--- src/rtl/mc_core_ctrl.sv ---
`default_nettype none
// ============================================================================
// Module   : mc_core_ctrl
// Multi-cycle FETCH/EXEC/MEM/WB sequencer owning PC, IR, load data and WB strobe.
// Optional perf counters (perf_cycle/perf_instret): define MC_CORE_CTRL_PERF_EN.
// Revision : 1.0 - initial release
// ============================================================================
module mc_core_ctrl #(
  parameter int          XLEN    = 64,
  parameter logic [63:0] PC_RST  = 64'h8000_0000,
  parameter int          TMO_CYC = 255
) (
  input  logic            clk,
  input  logic            rst,
  output logic            ifu_req_valid,
  input  logic            ifu_req_ready,
  output logic [XLEN-1:0] ifu_addr,
  input  logic            ifu_rsp_valid,
  input  logic [31:0]     ifu_rsp_inst,
  output logic            lsu_req_valid,
  input  logic            lsu_req_ready,
  output logic            lsu_we,
  input  logic            lsu_rsp_valid,
  input  logic [XLEN-1:0] lsu_rsp_data,
  input  logic            dec_is_load,
  input  logic            dec_mem_wen,
  input  logic            dec_reg_wen,
  input  logic            dec_is_jal,
  input  logic            dec_is_jalr,
  input  logic            dec_is_branch,
  input  logic            dec_is_ebreak,
  input  logic            dec_not_ipl,
  input  logic [XLEN-1:0] alu_result,
  input  logic [XLEN-1:0] imm,
  output logic [XLEN-1:0] pc,
  output logic [31:0]     inst,
  output logic            reg_wen_o,
  output logic [1:0]      reg_wdata_sel,
  output logic [XLEN-1:0] load_data,
  output logic            retire,
  output logic            halted,
  output logic            trap,
  output logic [1:0]      trap_cause
`ifdef MC_CORE_CTRL_PERF_EN
  ,
  output logic [63:0]     perf_cycle,
  output logic [63:0]     perf_instret
`endif
);

  localparam logic [2:0] c_ST_FETCH  = 3'd0;
  localparam logic [2:0] c_ST_WAIT_I = 3'd1;
  localparam logic [2:0] c_ST_EXEC   = 3'd2;
  localparam logic [2:0] c_ST_MEM    = 3'd3;
  localparam logic [2:0] c_ST_WAIT_M = 3'd4;
  localparam logic [2:0] c_ST_WB     = 3'd5;
  localparam logic [2:0] c_ST_HALT   = 3'd6;
  localparam logic [2:0] c_ST_TRAP   = 3'd7;

  localparam logic [1:0] c_CAUSE_ILL = 2'd1;
  localparam logic [1:0] c_CAUSE_TMO = 2'd2;
  localparam logic [1:0] c_CAUSE_MIS = 2'd3;

  localparam int              c_TW       = (TMO_CYC > 1) ? $clog2(TMO_CYC) : 1;
  localparam logic [c_TW-1:0] c_TMO_LAST = c_TW'((TMO_CYC > 0) ? TMO_CYC - 1 : 0);
  localparam logic [XLEN-1:0] c_PC_RST   = PC_RST[XLEN-1:0];

  logic [2:0]      state_q, state_d;
  logic [1:0]      cause_q, cause_d;
  logic [XLEN-1:0] pc_q, load_q, next_pc_w;
  logic [31:0]     inst_q;
  logic [c_TW-1:0] tmo_q;
  logic            waiting_w, tmo_hit_w, misalign_w, retire_w;

  always_ff @(posedge clk or posedge rst) begin
    if (rst) state_q <= c_ST_FETCH;
    else     state_q <= state_d;
  end

  always_comb begin
    next_pc_w = pc_q + XLEN'(4);
    if (dec_is_jal || dec_is_jalr)          next_pc_w = alu_result & ~XLEN'(1);
    else if (dec_is_branch && alu_result[0]) next_pc_w = pc_q + imm;
  end

  // Only IALIGN=32 is supported, so bit1 of the target is the misalignment flag.
  assign misalign_w = next_pc_w[1];
  assign waiting_w  = (state_q == c_ST_WAIT_I) || (state_q == c_ST_WAIT_M);
  assign tmo_hit_w  = (TMO_CYC != 0) && waiting_w && (tmo_q == c_TMO_LAST);

  always_comb begin
    state_d = state_q;
    cause_d = cause_q;
    case (state_q)
      c_ST_FETCH:  if (ifu_req_ready) state_d = c_ST_WAIT_I;
      c_ST_WAIT_I: begin
        if (ifu_rsp_valid) state_d = c_ST_EXEC;
        else if (tmo_hit_w) begin
          state_d = c_ST_TRAP;
          cause_d = c_CAUSE_TMO;
        end
      end
      c_ST_EXEC: begin
        if (dec_not_ipl) begin
          state_d = c_ST_TRAP;
          cause_d = c_CAUSE_ILL;
        end else if (dec_is_ebreak)             state_d = c_ST_HALT;
        else if (dec_is_load || dec_mem_wen)    state_d = c_ST_MEM;
        else                                    state_d = c_ST_WB;
      end
      c_ST_MEM:    if (lsu_req_ready) state_d = c_ST_WAIT_M;
      c_ST_WAIT_M: begin
        if (lsu_rsp_valid) state_d = c_ST_WB;
        else if (tmo_hit_w) begin
          state_d = c_ST_TRAP;
          cause_d = c_CAUSE_TMO;
        end
      end
      c_ST_WB: begin
        if (misalign_w) begin
          state_d = c_ST_TRAP;
          cause_d = c_CAUSE_MIS;
        end else state_d = c_ST_FETCH;
      end
      c_ST_HALT:   state_d = c_ST_HALT;
      c_ST_TRAP:   state_d = c_ST_TRAP;
      default:     state_d = c_ST_FETCH;
    endcase
  end

  always_comb begin
    ifu_req_valid = (state_q == c_ST_FETCH) && !rst;
    lsu_req_valid = (state_q == c_ST_MEM);
    lsu_we        = (state_q == c_ST_MEM) && dec_mem_wen;
    retire_w      = (state_q == c_ST_WB) && !misalign_w;
    reg_wen_o     = retire_w && dec_reg_wen;
    halted        = (state_q == c_ST_HALT);
    trap          = (state_q == c_ST_TRAP);
    reg_wdata_sel = 2'd0;
    if (dec_is_jal || dec_is_jalr) reg_wdata_sel = 2'd2;
    else if (dec_is_load)          reg_wdata_sel = 2'd1;
  end

  // Counter restarts from zero on every entry into a wait state.
  always_ff @(posedge clk or posedge rst) begin
    if (rst) begin
      pc_q    <= c_PC_RST;
      inst_q  <= '0;
      load_q  <= '0;
      cause_q <= '0;
      tmo_q   <= '0;
    end else begin
      cause_q <= cause_d;
      tmo_q   <= waiting_w ? tmo_q + c_TW'(1) : '0;
      if ((state_q == c_ST_WAIT_I) && ifu_rsp_valid) inst_q <= ifu_rsp_inst;
      if ((state_q == c_ST_WAIT_M) && lsu_rsp_valid && dec_is_load) load_q <= lsu_rsp_data;
      if (retire_w) pc_q <= next_pc_w;
    end
  end

  assign ifu_addr   = pc_q;
  assign pc         = pc_q;
  assign inst       = inst_q;
  assign load_data  = load_q;
  assign retire     = retire_w;
  assign trap_cause = cause_q;

`ifdef MC_CORE_CTRL_PERF_EN
  logic [63:0] perf_cycle_q, perf_instret_q;

  always_ff @(posedge clk or posedge rst) begin
    if (rst) begin
      perf_cycle_q   <= '0;
      perf_instret_q <= '0;
    end else begin
      if ((state_q != c_ST_HALT) && (state_q != c_ST_TRAP)) perf_cycle_q <= perf_cycle_q + 64'd1;
      if (retire_w) perf_instret_q <= perf_instret_q + 64'd1;
    end
  end

  assign perf_cycle   = perf_cycle_q;
  assign perf_instret = perf_instret_q;
`endif

endmodule
`default_nettype wire

--- config.mk ---
export PLATFORM = sky130hd
export DESIGN_NAME = mc_core_ctrl
export DESIGN_NICKNAME = d
export VERILOG_FILES = /design/src/rtl/mc_core_ctrl.sv
export SDC_FILE = /design/constraint.sdc
export NUM_CORES = 1
export LEC_CHECK = 0
export BUFFER_PORTS_ARGS = -buffer_cell sky130_fd_sc_hd__buf_2
export CAP_MARGIN = 10
export CORE_AREA = 3 3 182 184
export DETAILED_ROUTE_END_ITERATION = 16
export DIE_AREA = 0 0 185 187
export PLACE_DENSITY = 0.73
export SKIP_CTS_REPAIR_TIMING = 1
export SYNTH_ARGS = -nofsm -noshare
export SYNTH_HDL_FRONTEND = slang
export SYNTH_SLANG_ARGS = --single-unit
export TNS_END_PERCENT = 1
--- constraint.sdc ---
create_clock -name clk -period 10.4 [get_ports clk]
set_input_delay 1.04 -clock clk [delete_from_list [all_inputs] [get_ports clk]]
set_output_delay 1.04 -clock clk [all_outputs]
set_load 0.01 [all_outputs]
==> results.sh <==
export IMPL_outcome="completed"
export IMPL_synthTopCellsByCount="172 x dfrtp_1, 147 x a21oi_1, 138 x nand2_1"
export IMPL_h_tree_depth=4
export IMPL_yosys_register_bits=173
export IMPL_irDropWorstVdd_v=0.0001619
export IMPL_wl_per_cell_um=20.37
export IMPL_drt_vias_per_instance=5.698
export IMPL_p_per_area_mw_per_mm2=288.1
export IMPL_reg2reg_from="ifu_addr[2]"
export IMPL_syn_cell_area_mm2=0.01290
export IMPL_maxCapViolCount=0
export IMPL_r2r_end="ifu_addr[57]"
export IMPL_clk_pin_slew_ns=0.07
export IMPL_initial_core_util_pct=40.88
export IMPL_cts_buffers=17
export IMPL_synthCells=1505
export IMPL_p_int_w=0.002425
export IMPL_io_pins=473
export IMPL_post_route_period_util_pct=41.65
export IMPL_seq_power_share_pct=29.8
export IMPL_period_minus_slack_ns=4.332
export IMPL_drt_wl_total_um=46770
export IMPL_hold_end="load_data[21]"
export IMPL_die_x_um=185
export IMPL_synth_cell_types=72
export IMPL_arrival_ns=3.29
export IMPL_fillers=3001
export IMPL_postSynthAreaPerCell_um2=8.572
export IMPL_synth_most_common_cell="dfrtp_1"
export IMPL_clkLatencyLatePin_ns=0.45
export IMPL_crit_path_end_kind="primary output"
export IMPL_synth_area_leader_cell="dfrtp_1"
export IMPL_switching_power_w=0.002118
export IMPL_yosysWarnings=0
export IMPL_gp_congestion=0.9466
export IMPL_drive_gt1_share_pct=33.56
export IMPL_multi_input_area_mm2=0.007737
export IMPL_synth_top_area_share_pct=33.36
export IMPL_clock_power_share_pct=15.0
export IMPL_finalHoldViolations=0
export IMPL_antenna_found_initial=11
export IMPL_grt_pass1_wl_um=71440
export IMPL_min_delay_start="load_data[21]"
export IMPL_swShare_pct=46.62
export IMPL_setup_worst_path_start_class="primary input"
export IMPL_max_freq_ghz=0.2309
export IMPL_crit_required_ns=9.36
export IMPL_seq_area_mm2=0.004330
export IMPL_cts_buffer_depth=2
export IMPL_clkSinkCount=173
export IMPL_pre_cts_ws_ns=5.738
export IMPL_synth_edf_count=0
export IMPL_setup_viol=0
export IMPL_portBuffers=472
export IMPL_p_comb_share_pct=55.2
export IMPL_grt_start_max_net_pins=107
export IMPL_synth_main_ff_cell="dfrtp_1"
export IMPL_nNetsFinal=2181
export IMPL_cts_tree="built"
export IMPL_startpoint="imm[0]"
export IMPL_whs_ns=0.5039
export IMPL_maxSlewViolCount=0
export IMPL_area_growth_pct=22.25
export IMPL_grt_pass1_vias=12915
export IMPL_grt_total_usage_pct=26.10
export IMPL_setup_ws_ns=6.068
export IMPL_drt_pass1_iterations=5
export IMPL_vias=13083
export IMPL_grt_setup_unrepaired="no"
export IMPL_r2r_slack_ns=6.27
export IMPL_skew_ns=0.01269
export IMPL_cts_root_buf="clkbuf_16"
export IMPL_cellLeakagePower_nw=7.447
export IMPL_slew_headroom_pct=40.16
export IMPL_core_area_mm2=0.03156
export IMPL_die_y_um=187
export IMPL_critPathKind="primary input to primary output"
export IMPL_synth_area_leaders="dfrtp_1 33%, mux2_2 8.6%, ha_1 6.4%"
export IMPL_synth_seq_area_share_pct=33.57
export IMPL_std_cell_rows=65
export IMPL_ant_nets=0
export IMPL_dieArea_mm2=0.03460
export IMPL_tightest_slew_ns=0.8943
export IMPL_min_path_type="flip-flop to flip-flop"
export IMPL_drc=0
export IMPL_tns_ns=0
export IMPL_reg2regPathDepth=11
export IMPL_crit_fanout=38
export IMPL_hpwl_um=35460
export IMPL_synth_async_sr_flop_share_pct=100.0
export IMPL_hold_depth=1
export IMPL_drt_iter0_markers=1083
export IMPL_syn_nets=1810
export IMPL_grt_ovfl_total=0
## per-layer routing
| metal | part of all wire (%) | vias to the layer above | track usage (%) |
|---|---|---|---|
| li1 | - | 6149 | - |
| met1 | 39 | 6199 | 31.28 |
| met2 | 50 | 636 | 45.46 |
| met3 | 8.9 | 89 | 6.418 |
| met4 | 2.6 | 10 | 8.889 |
| met5 | 0.11 | - | 0 |
## critical path, stage by stage
cell,delay [ns]
buf_2,0.10
ha_1,0.26
fa_1,0.45
nand2_1,0.09
a31o_2,0.23
nand3_4,0.23
inv_1,0.12
buf_4,0.43
and2_1,0.19
buf_2,0.14
## layout make-up
cell class | instances | area share [%]
Multi-Input combinational cell | 1166 | 49.06
Sequential cell | 173 | 27.46
Timing Repair Buffer | 483 | 15.50
Tap cell | 402 | 3.189
Clock buffer | 18 | 2.721
Clock inverter | 14 | 1.111
Inverter | 35 | 0.8806
Antenna cell | 5 | 0.07933
## how the worst max path moves through the flow
stage / end / cells after the start
global route: reg_wen_o / 10
global placement: ifu_addr[57] / 12
detailed placement: ifu_addr[57] / 11
floorplan: ifu_addr[0] / 1
finish: reg_wen_o / 10
CTS: reg_wen_o / 10
## cells in the final DEF, fill, tap and decap left out, types with 5 or more instances in the layout
cell       instances
mux2_2            99
clkbuf_16         17
o21bai_1          15
inv_1             33
nand4_1           35
nor3_1            22
a21oi_1          147
nand2_1          138
o31ai_1            6
a31oi_1           12
buf_4             11
nand2b_1           6
nor2_1           118
inv_6              5
o21ai_0          120
nor2b_1            9
dfrtp_1          172
o211ai_1          17
o21a_1            10
or3_1              8
nor4_1             9
o22ai_1            9
ha_1              66
diode_2            5
xnor2_1           60
buf_2            472
a21o_1            15
xor2_1            47
and3_1            29
and2_1            13
nand3_1           46
a211oi_1          34
or2_2              6
## sequential cells by signal (all words and copies together), names as in the netlist
register,flops
tmo_q,8
inst,32
trap_cause,2
state_q,3
ifu_addr,64
load_data,64
## through the flow
step | area [um2] | std cells | utilization (%) | power (W)
floorplan | 12900 | 1505 | - | 0.003049
global placement | 15150 | 2259 | 48.03 | 0.003796
detailed placement | 15150 | 2259 | 48.03 | 0.003837
CTS | 15760 | 2291 | 49.94 | 0.004544
global route | 15770 | 2295 | 49.97 | 0.004876
finish | 15770 | 2296 | 49.98 | 0.004543
## power groups by stage
stage	logic [W]	registers [W]	clock network, W
4_1_cts	0.00250	0.00135	0.000696
3_3_place_gp	0.00246	0.00134	0
2_1_floorplan	0.00166	0.00139	0
3_5_place_dp	0.00248	0.00135	0
6_report	0.00251	0.00136	0.000681
5_1_grt	0.00275	0.00140	0.000722
## logic make-up after synthesis
group                      after synthesis  synth area share (%)
and+or+nand+nor                        457                 16.83
xor gates and xnor gates               107                 7.264
buffers and inverters                  166                 6.711
AOI/OAI and AO/OA                      436                 20.43
adders and majority gates               67                 6.556
DFF                                    173                 33.57
muxes                                   99                 8.641
Note: power is estimated with default switching activity, not from simulation.
